$ cat src/rtl/carregador_programa_pkg.sv
// ---------------------------------------------------------------------------
// carregador_programa_pkg
// Shared definitions for the program loader.
//   - State encoding of the loader FSM.
//   - Default instruction-memory depth and the instruction / byte widths.
//   - Helper that tells which states accept stream bytes.
// ---------------------------------------------------------------------------
package carregador_programa_pkg;

    localparam int IM_DEPTH_DEFAULT = 256;
    localparam int WORD_W           = 32;
    localparam int BYTE_W           = 8;

    typedef enum logic [2:0] {
        ST_IDLE,
        ST_LEN_LO,
        ST_LEN_HI,
        ST_DATA,
        ST_CHK,
        ST_DONE,
        ST_ERROR
    } state_t;

    // States in which the loader is willing to take a byte off the stream.
    function automatic logic accepts_bytes(input state_t s);
        return (s == ST_LEN_LO) || (s == ST_LEN_HI) || (s == ST_DATA) || (s == ST_CHK);
    endfunction

endpackage

$ cat src/rtl/carregador_programa_if.sv
// ---------------------------------------------------------------------------
// carregador_programa_if
// Bundles the byte-stream handshake and the instruction-memory write port.
//   byte_valid / byte_data / byte_ready : incoming byte stream
//   im_we / im_addr / im_wdata          : word-addressed memory write port
// Modports:
//   slave  : loader side (consumes bytes, drives the memory write port)
//   master : producer side (drives bytes, observes the memory write port)
// Parameter ADDR_W must match the loader instance.
// ---------------------------------------------------------------------------
interface carregador_programa_if #(
    parameter int ADDR_W = 8
) ();

    logic                                       byte_valid;
    logic [carregador_programa_pkg::BYTE_W-1:0] byte_data;
    logic                                       byte_ready;
    logic                                       im_we;
    logic [ADDR_W-1:0]                          im_addr;
    logic [carregador_programa_pkg::WORD_W-1:0] im_wdata;

    modport slave (
        input  byte_valid,
        input  byte_data,
        output byte_ready,
        output im_we,
        output im_addr,
        output im_wdata
    );

    modport master (
        output byte_valid,
        output byte_data,
        input  byte_ready,
        input  im_we,
        input  im_addr,
        input  im_wdata
    );

endinterface

$ cat src/rtl/carregador_programa_montador_palavra.sv
// ---------------------------------------------------------------------------
// montador_palavra
// Assembles four stream bytes into one little-endian 32-bit word.
// Ports:
//   clk, reset  : clock, asynchronous active-high reset
//   clear       : synchronous clear of lane index and partial word
//   byte_en     : byte_in is accepted this cycle
//   byte_in     : stream byte
//   byte_idx    : lane the next accepted byte lands in (3 = last byte of word)
//   word_valid  : one-cycle pulse, the cycle after the 4th byte
//   word        : last completed word; held between pulses
// ---------------------------------------------------------------------------
module montador_palavra
    import carregador_programa_pkg::*;
(
    input  logic              clk,
    input  logic              reset,
    input  logic              clear,
    input  logic              byte_en,
    input  logic [BYTE_W-1:0] byte_in,
    output logic [1:0]        byte_idx,
    output logic              word_valid,
    output logic [WORD_W-1:0] word
);

    logic [23:0]       lanes_q;
    logic [1:0]        idx_q;
    logic              valid_q;
    logic [WORD_W-1:0] word_q;

    // Bytes 0..2 are parked in their lanes; the 4th byte completes the word,
    // which is registered together with a one-cycle valid pulse. The word
    // register is left alone by clear so the memory data bus holds its value.
    always_ff @(posedge clk or posedge reset) begin
        if (reset) begin
            lanes_q <= '0;
            idx_q   <= 2'd0;
            valid_q <= 1'b0;
            word_q  <= '0;
        end else if (clear) begin
            lanes_q <= '0;
            idx_q   <= 2'd0;
            valid_q <= 1'b0;
        end else begin
            valid_q <= 1'b0;
            if (byte_en) begin
                if (idx_q == 2'd3) begin
                    word_q  <= {byte_in, lanes_q};
                    valid_q <= 1'b1;
                    idx_q   <= 2'd0;
                    lanes_q <= '0;
                end else begin
                    lanes_q[{idx_q, 3'b000} +: 8] <= byte_in;
                    idx_q                         <= idx_q + 2'd1;
                end
            end
        end
    end

    assign byte_idx   = idx_q;
    assign word_valid = valid_q;
    assign word       = word_q;

endmodule

$ cat src/rtl/carregador_programa.sv
// ---------------------------------------------------------------------------
// carregador_programa
// Program loader in front of the single-cycle datapath. Takes a byte stream
// (16-bit little-endian word count N, then 4*N bytes, LSB first per word),
// writes each word into instruction memory at word addresses 0..N-1 and keeps
// the datapath in reset until the whole image is in place.
// Ports:
//   clk, reset  : clock, asynchronous active-high reset
//   start       : one-cycle pulse starting a load (honoured in IDLE/DONE/ERROR)
//   bus         : byte stream + instruction-memory write port (slave modport)
//   core_reset  : datapath reset, high unless the image is loaded
//   done        : image loaded, core released
//   error       : load aborted
// Parameters: IM_DEPTH (max words), ADDR_W (word address width).
// Optional build macro CARREGADOR_CHECKSUM_EN: a trailing XOR checksum byte
// over all count and data bytes is required before the core is released.
// ---------------------------------------------------------------------------
module carregador_programa
    import carregador_programa_pkg::*;
#(
    parameter int IM_DEPTH = IM_DEPTH_DEFAULT,
    parameter int ADDR_W   = 8
) (
    input  logic                    clk,
    input  logic                    reset,
    input  logic                    start,
    carregador_programa_if.slave    bus,
    output logic                    core_reset,
    output logic                    done,
    output logic                    error
);

    localparam logic [16:0] DEPTH_LIM = 17'(IM_DEPTH);

`ifdef CARREGADOR_CHECKSUM_EN
    localparam state_t ST_AFTER_LOAD = ST_CHK;
`else
    localparam state_t ST_AFTER_LOAD = ST_DONE;
`endif

    state_t            state_q;
    state_t            state_d;
    logic              byte_ready;
    logic              hs;
    logic              restart;
    logic [7:0]        len_lo_q;
    logic [15:0]       n_q;
    logic [15:0]       n_full;
    logic              len_over;
    logic [15:0]       word_cnt_q;
    logic [ADDR_W-1:0] im_addr_q;
    logic              last_word;
    logic [1:0]        byte_idx;
    logic              word_valid;
    logic [WORD_W-1:0] word;
`ifdef CARREGADOR_CHECKSUM_EN
    logic [7:0]        csum_q;
`endif

    assign byte_ready = accepts_bytes(state_q);
    assign hs         = bus.byte_valid && byte_ready;
    assign restart    = start && ((state_q == ST_IDLE) || (state_q == ST_DONE) || (state_q == ST_ERROR));
    assign n_full     = {bus.byte_data, len_lo_q};
    assign len_over   = ({1'b0, n_full} > DEPTH_LIM);
    assign last_word  = (word_cnt_q == (n_q - 16'd1));

    montador_palavra u_montador (
        .clk        (clk),
        .reset      (reset),
        .clear      (restart),
        .byte_en    (hs && (state_q == ST_DATA)),
        .byte_in    (bus.byte_data),
        .byte_idx   (byte_idx),
        .word_valid (word_valid),
        .word       (word)
    );

    // State register.
    always_ff @(posedge clk or posedge reset) begin
        if (reset) begin
            state_q <= ST_IDLE;
        end else begin
            state_q <= state_d;
        end
    end

    // Next-state logic. The length decision uses the high count byte straight
    // off the bus so the state after LEN_HI already reflects the full count.
    // The DATA exit fires on the 4th byte of the last word, so the final write
    // pulse appears in the first cycle of the following state.
    always_comb begin
        state_d = state_q;
        case (state_q)
            ST_IDLE: begin
                if (start) state_d = ST_LEN_LO;
            end
            ST_LEN_LO: begin
                if (hs) state_d = ST_LEN_HI;
            end
            ST_LEN_HI: begin
                if (hs) begin
                    if (len_over) begin
                        state_d = ST_ERROR;
                    end else if (n_full == 16'd0) begin
                        state_d = ST_AFTER_LOAD;
                    end else begin
                        state_d = ST_DATA;
                    end
                end
            end
            ST_DATA: begin
                if (hs && (byte_idx == 2'd3) && last_word) state_d = ST_AFTER_LOAD;
            end
            ST_CHK: begin
`ifdef CARREGADOR_CHECKSUM_EN
                if (hs) state_d = (bus.byte_data == csum_q) ? ST_DONE : ST_ERROR;
`else
                state_d = ST_ERROR;
`endif
            end
            ST_DONE, ST_ERROR: begin
                if (start) state_d = ST_LEN_LO;
            end
            default: state_d = ST_IDLE;
        endcase
    end

    // Length capture, word counter, write address and (optionally) the
    // running XOR checksum. The write address is latched on the 4th byte so
    // it lines up with the word pulse coming out of the assembler.
    always_ff @(posedge clk or posedge reset) begin
        if (reset) begin
            len_lo_q   <= '0;
            n_q        <= '0;
            word_cnt_q <= '0;
            im_addr_q  <= '0;
`ifdef CARREGADOR_CHECKSUM_EN
            csum_q     <= '0;
`endif
        end else if (restart) begin
            len_lo_q   <= '0;
            n_q        <= '0;
            word_cnt_q <= '0;
`ifdef CARREGADOR_CHECKSUM_EN
            csum_q     <= '0;
`endif
        end else if (hs) begin
            case (state_q)
                ST_LEN_LO: len_lo_q <= bus.byte_data;
                ST_LEN_HI: n_q      <= n_full;
                ST_DATA: begin
                    if (byte_idx == 2'd3) begin
                        im_addr_q  <= word_cnt_q[ADDR_W-1:0];
                        word_cnt_q <= word_cnt_q + 16'd1;
                    end
                end
                default: ;
            endcase
`ifdef CARREGADOR_CHECKSUM_EN
            if (state_q != ST_CHK) csum_q <= csum_q ^ bus.byte_data;
`endif
        end
    end

    // Core release is held back while the final write pulse is on the bus,
    // so core_reset drops the cycle after the last im_we.
    assign bus.byte_ready = byte_ready;
    assign bus.im_we      = word_valid;
    assign bus.im_addr    = im_addr_q;
    assign bus.im_wdata   = word;
    assign core_reset     = (state_q != ST_DONE) || word_valid;
    assign done           = (state_q == ST_DONE) && !word_valid;
    assign error          = (state_q == ST_ERROR);

endmodule

$ cat src/flat_wrapper.sv
// flat-port wrapper written by rule: the top's interface ports become plain ports
module carregador_programa_flat import carregador_programa_pkg::*;
#(
    parameter int IM_DEPTH = IM_DEPTH_DEFAULT,
    parameter int ADDR_W   = 8
)
  (clk, reset, start, core_reset, done, error, bus_byte_valid, bus_byte_data, bus_byte_ready, bus_im_we, bus_im_addr, bus_im_wdata);
  carregador_programa_if #(.ADDR_W(ADDR_W)) bus_i ();
  input  logic clk;
  input  logic reset;
  input  logic start;
  output logic core_reset;
  output logic done;
  output logic error;
  input wire logic [$bits(bus_i.byte_valid)-1:0] bus_byte_valid;
  input wire logic [$bits(bus_i.byte_data)-1:0] bus_byte_data;
  output wire logic [$bits(bus_i.byte_ready)-1:0] bus_byte_ready;
  output wire logic [$bits(bus_i.im_we)-1:0] bus_im_we;
  output wire logic [$bits(bus_i.im_addr)-1:0] bus_im_addr;
  output wire logic [$bits(bus_i.im_wdata)-1:0] bus_im_wdata;
  assign bus_i.byte_valid = bus_byte_valid;
  assign bus_i.byte_data = bus_byte_data;
  assign bus_byte_ready = bus_i.byte_ready;
  assign bus_im_we = bus_i.im_we;
  assign bus_im_addr = bus_i.im_addr;
  assign bus_im_wdata = bus_i.im_wdata;
  carregador_programa #(.IM_DEPTH(IM_DEPTH), .ADDR_W(ADDR_W)) u_core (.clk(clk), .reset(reset), .start(start), .bus(bus_i), .core_reset(core_reset), .done(done), .error(error));
endmodule
$ cat config.mk
export PLATFORM = sky130hd
export DESIGN_NAME = carregador_programa_flat
export DESIGN_NICKNAME = d
export VERILOG_FILES = /design/src/rtl/carregador_programa_pkg.sv /design/src/rtl/carregador_programa_if.sv /design/src/rtl/carregador_programa_montador_palavra.sv /design/src/rtl/carregador_programa.sv /design/src/flat_wrapper.sv
export SDC_FILE = /design/constraint.sdc
export NUM_CORES = 1
export LEC_CHECK = 0
export ABC_AREA = 1
export CORE_ASPECT_RATIO = 0.9
export CORE_MARGIN = 8
export CORE_UTILIZATION = 57
export DETAILED_ROUTE_END_ITERATION = 10
export GPL_ROUTABILITY_DRIVEN = 0
export PLACE_DENSITY = 0.8
export SETUP_SLACK_MARGIN = 0.05
export SYNTH_ARGS = -nofsm -noshare
export SYNTH_HDL_FRONTEND = slang
export SYNTH_SLANG_ARGS = --single-unit
export TNS_END_PERCENT = 20
$ cat constraint.sdc
create_clock -name clk -period 4.21 [get_ports clk]
set_input_delay 0.842 -clock clk [delete_from_list [all_inputs] [get_ports clk]]
set_output_delay 0.842 -clock clk [all_outputs]
set_load 0.05 [all_outputs]
### After elaboration in Yosys (flattened, before gate mapping)

Index checks and enable logic that the tools add are counted.

* add/subtract/negate cells: 4
* $mul: 0
* divide/modulo/power cells: 0
* magnitude comparators: 1
* eq/ne operators: 13
* shifts and indexed selects: 2
* mux-type cells: 27
* bitwise logic cells: 1
* reduce and logical (&&, ||, !) cells: 28

Operators with widths (count)
* $mux W16: 7
* $mux W24: 3
* $bwmux W24: 1
* $mux W8: 3
* $shift A8 B7 Y24 const A: 1
* $shiftx A8 B7 Y24: 1
* $mux W3: 6
* $add A16 B1 Y16 const B: 1
* $eq A16 B16 Y1: 1
* $gt A16 B9 Y1 const B: 1
* $logic_not A16 Y1: 1
* $sub A16 B1 Y16 const B: 1
* $pmux W3 S5: 1
* $reduce_bool A2 Y1: 6
* $eq A3 B3 Y1 const B: 3
* $reduce_and A4 Y1: 2
* $neg A5 Y7: 1
* $eq A3 B2 Y1 const B: 2
* $logic_and A1 B1 Y1: 6
* $logic_or A1 B1 Y1: 6
* $mux W2: 3
* $ne A2 B1 Y1 const B: 3
* $reduce_and A3 Y1: 2
* $reduce_and A2 Y1: 2
* other kinds (10): 12

* bits in registers: 110
* bits in latches: 0
* bits in writable memories: 0
* bits in read-only memories: 0
* input bits: 12
* memories kept: 0

### Longest topological paths before layout

* depth in word-level cells: 9
* gate-level depth with buffers: 17
* depth with buffers taken out: 17

### Cells and area by module

Synthesis repeated with hierarchy kept, for this count alone.

* cell total of the unflattened synthesis: 710
* area, all modules: 5572.8 um^2

By module, submodules not included
* carregador_programa: times used 1, cells each 400, area each 3056.7 um^2
* montador_palavra: times used 1, cells each 310, area each 2516.2 um^2

### Least setup slack after synthesis

No wires, ideal clock.

* path type: reg-to-output
* start point: register u_core.u_montador.valid_q, in the netlist u_core.u_montador.word_valid
* end point: output core_reset
* arrival time: 2.332 ns
* slack: 1.036 ns
* stages on the path, launching flop included: 3
* buffers on the path: 0
* cell sequence: dfrtp_1 > nor3_1 > inv_1

* longest elaborated chain between the ends: 1

RTL lines
* start, declared: RTL line carregador_programa_montador_palavra.sv:28 `logic valid_q;`
* start signal, assigned: RTL line carregador_programa_montador_palavra.sv:38 `valid_q <= 1'b0;`
* start signal, assigned: RTL line carregador_programa_montador_palavra.sv:43 `valid_q <= 1'b0;`
* start signal, assigned: RTL line carregador_programa_montador_palavra.sv:45 `valid_q <= 1'b0;`
* $logic_or A1 B1 Y1: RTL line carregador_programa.sv:171 `assign core_reset = (state_q != ST_DONE) || word_valid;`
* end, declared: RTL line flat_wrapper.sv:12 `output logic core_reset;`

No other way between the ends.

### Worst setup path in the final report

* start point: register u_core.state_q[2]
* end point: output bus_byte_ready

* longest elaborated chain between the ends: 4
* elaborated cells between the ends (all ways): 7
* classes of those cells: eq/ne: 4; reduce/logical: 3

RTL lines
* start, declared: RTL line carregador_programa.sv:41 `state_t state_q;`
* start signal, assigned: RTL line carregador_programa.sv:83 `state_q <= state_d;`
* $eq A3 B1 Y1 or $eq A3 B2 Y1 (tied branches): RTL line carregador_programa_pkg.sv:26 `return (s == ST_LEN_LO) || (s == ST_LEN_HI) || (s == ST_DATA) || (s == ST_CHK);`
* $logic_or A1 B1 Y1 (2 in series): RTL line carregador_programa_pkg.sv:26
* $logic_or A1 B1 Y1 (*): RTL line carregador_programa_pkg.sv:26
* end, declared: RTL line flat_wrapper.sv:17 `output wire logic [$bits(bus_i.byte_ready)-1:0] bus_byte_ready;`

Every way passes the cells marked *; elsewhere a longest branch is shown, timed or not.

==> flow_metrics.tcl <==
set metrics [dict create \
    status "finished, final reports clean" \
    timing.rr.start "u_core.u_montador.byte_idx[1]" \
    tns_ns 0 \
    ctsResizeCount 0 \
    grt.total_usage_pct 20.40 \
    drive_gt1_share_pct 5.220 \
    die-area_um2 12860 \
    ctsHtreeMaxLevel 3 \
    yosys_register_bits 110 \
    drc_errors 0 \
    final_hold_viol_count 0 \
    drt-total-wl_mm 12.72 \
    hp-start "u_core.bus.im_addr[0]" \
    fin_skew_ns 0.009295 \
    worst_ep_required_time_ns 3.37 \
    cp-start-kind "flop" \
    critPathBufInv 2 \
    slew_viol_final 0 \
    yosys_warnings 0 \
    fp.dieW_um 118.6 \
    vias 4742 \
    core-area_um2 9166 \
    area_growth_pct 16.37 \
    wire_per_inst_um 14.96 \
    diodes 0 \
    hpwl_mm 9.199 \
    numCtsBuffers 9 \
    drt-initial-drc-count 353 \
    antenna_found_initial 0 \
    cellPowerDensity_nw_per_um2 590.4 \
    io_pins 57 \
    irDropWorstVdd_mv 0.4830 \
    die_h_um 108.4 \
    top_layer_used "met4" \
    crit_chain "inv_2 > o21ai_0 > nand2_1 > clkdlybuf4s50_1" \
    hold_path_class "flop to flop" \
    post_cts_buffers 0 \
    met1_length_mm 5.736 \
    cap_viol_max_count 0 \
    r2r_slack_ns 1.78 \
    yosysSeqAreaShare_pct 50.94 \
    clk_latency_ns 0.38 \
    layoutNonFillerInstCount 850 \
    dr.pass1.iters 5 \
    place_ws_ns 1.133 \
    clk_pin_slew_ns 0.10 \
    grt_pass1_wl_mm 21.42 \
    fin_util_pct 68.61 \
    fmax_mhz 341.3 \
    cts_tree "yes" \
    met2_wirelength_mm 5.727 \
    holdPathStages 2 \
    row_count 33 \
    slowest_stage "clkdlybuf4s50_1" \
    post_dp_cell_area_um2 6058 \
    via_per_inst 5.579 \
    syn_avg_cell_area_um2 8.066 \
    worstPathArrival_ns 2.09 \
    max_stage_delay_ns 0.82 \
    crit_fanout 6 \
    clock-sinks 110 \
    dp_cells 834 \
    dr_wl_met3_mm 1.013 \
    grt_max_degree 73 \
    setup_viol 0 \
    worstMarginPinSlew_ns 0.9726 \
    synth_cells 670 \
    grt_pass1_vias 4476 \
    ys_types 39 \
    fin_crit_ns 2.930 \
    ff2ff_path_depth 13 \
    holdPathEnd "u_core.bus.im_addr[0]" \
    setup_slack_ns 1.280 \
    maxSlewHeadroom_pct 34.72 \
    ctsLongestPathBuffers 2 \
    io_buffers 56 \
    fin_crit_sh_pct 69.59 \
    final_cell_area_um2 6289 \
    rsz0062_at_grt "false" \
    fin_nets 742 \
    cts_root_buffer "clkbuf_8" \
    worst_setup_path_end_kind "output pin" \
    ant_nets 0 \
    regToRegEndpoint "u_core.word_cnt_q[14]" \
    p_leak_nw 3.109 \
    synth_nets 689 \
    cts_hold_buf 0 \
    syn-cell-area_um2 5404 \
    initial_utilization_pct 58.95 \
    overflow 0 \
    path_class "flop to output pin" \
    critPathTopFamily "buffers and inverters" \
]
sequential cells by signal (all words and copies together), names as in the netlist:
register                      flops
u_core.bus.im_addr                8
u_core.len_lo_q                   8
u_core.n_q                       16
u_core.state_q                    3
u_core.u_montador.byte_idx        2
u_core.u_montador.lanes_q        24
u_core.u_montador.word           32
u_core.u_montador.word_valid      1
u_core.word_cnt_q                16
report_power, final:
part / leakage, nW / internal (mW) / switching, mW / total [mW]
Sequential: 1.52 / 1.23 / 0.152 / 1.38
Combinational: 1.48 / 0.536 / 1.07 / 1.61
Clock: 0.109 / 0.354 / 0.367 / 0.721
metal layers:
layer  track usage (%)  up-vias
met5                 0        -
met3             5.365       23
li1                  -     2268
met4             7.665        0
met2             32.41      169
met1             26.53     2282
Yosys cell counts:
cell type | count | share of area (%)
nor2_4 | 2 | 0.42
o21ai_2 | 1 | 0.16
nor3b_1 | 1 | 0.14
a211oi_1 | 1 | 0.14
buf_1 | 1 | 0.069
nor2_1 | 59 | 4.1
nand4_1 | 8 | 0.93
buf_6 | 1 | 0.21
nor4_1 | 3 | 0.35
o22ai_1 | 11 | 1.3
a221oi_1 | 1 | 0.16
nor3_2 | 1 | 0.19
a21oi_1 | 31 | 2.9
buf_2 | 4 | 0.37
inv_4 | 1 | 0.12
o21ai_0 | 60 | 5.6
nand3b_1 | 1 | 0.14
nand2_2 | 1 | 0.12
inv_1 | 86 | 6.0
or2_2 | 1 | 0.12
xor2_1 | 11 | 1.8
clkinv_1 | 1 | 0.069
a22oi_1 | 8 | 1.1
a31oi_1 | 3 | 0.35
buf_4 | 3 | 0.42
inv_2 | 3 | 0.21
clkbuf_1 | 9 | 0.63
nand3_1 | 38 | 3.5
o21a_1 | 1 | 0.14
nor3_1 | 22 | 2.0
ha_1 | 7 | 1.6
o21ai_1 | 3 | 0.28
nor2_8 | 1 | 0.37
nand2_1 | 163 | 11
dfrtp_1 | 110 | 51
and2_1 | 1 | 0.12
nor2_2 | 5 | 0.58
nand3_4 | 1 | 0.32
xnor2_1 | 5 | 0.81
kinds of logic after synthesis:
group	synth area share, %
compound gates	12.04
xor+xnor	2.593
fa+ha+maj	1.621
buf+inv	8.057
flops	50.94
simple gates	24.75
worst min-delay path, stage by stage (launching register included):
cell     delay (ns)
dfrtp_1        0.36
nand2_1        0.05
nand2_1        0.05
area by class of cell:
class	instances	area, um^2
Clock buffer	10	137.6
Clock inverter	6	92.59
Fill cell	776	2878
Inverter	91	346.6
Multi-Input combinational cell	451	2216
Sequential cell	110	2753
Tap cell	122	152.6
Timing Repair Buffer	60	590.6
how the worst max path moves through the flow:
stage,slack (ns),end,from,depth (start not counted)
floorplan,0.47,u_core.bus.im_addr[0],reset,1
global placement,1.24,u_core.word_cnt_q[14],bus_byte_valid,13
detailed placement,1.13,u_core.word_cnt_q[14],bus_byte_valid,13
CTS,1.27,bus_byte_ready,u_core.state_q[2],4
global route,1.15,bus_byte_ready,u_core.state_q[0],3
finish,1.28,bus_byte_ready,u_core.state_q[2],4
stage by stage:
step	total power, mW	hold slack, ns
floorplan	2.605	0.4502
global placement	2.932	0.4560
detailed placement	2.983	0.4610
CTS	3.716	0.4858
global route	3.972	0.5083
finish	3.713	0.4846
cell usage in the layout (no fill, tap or decap), drive strengths merged:
cell type	n
a211oi	1
a21oi	31
a221oi	1
a22oi	8
a31oi	3
and2	1
buf	4
bufinv	2
clkbuf	10
clkdlybuf4s50	56
clkinv	2
clkinvlp	2
dfrtp	110
ha	7
inv	91
nand2	164
nand3	39
nand3b	1
nand4	8
nor2	67
nor3	23
nor3b	1
nor4	3
o21a	1
o21ai	64
o22ai	11
or2	1
xnor2	5
xor2	11
No activity file was read; power rests on OpenSTA's default activity.
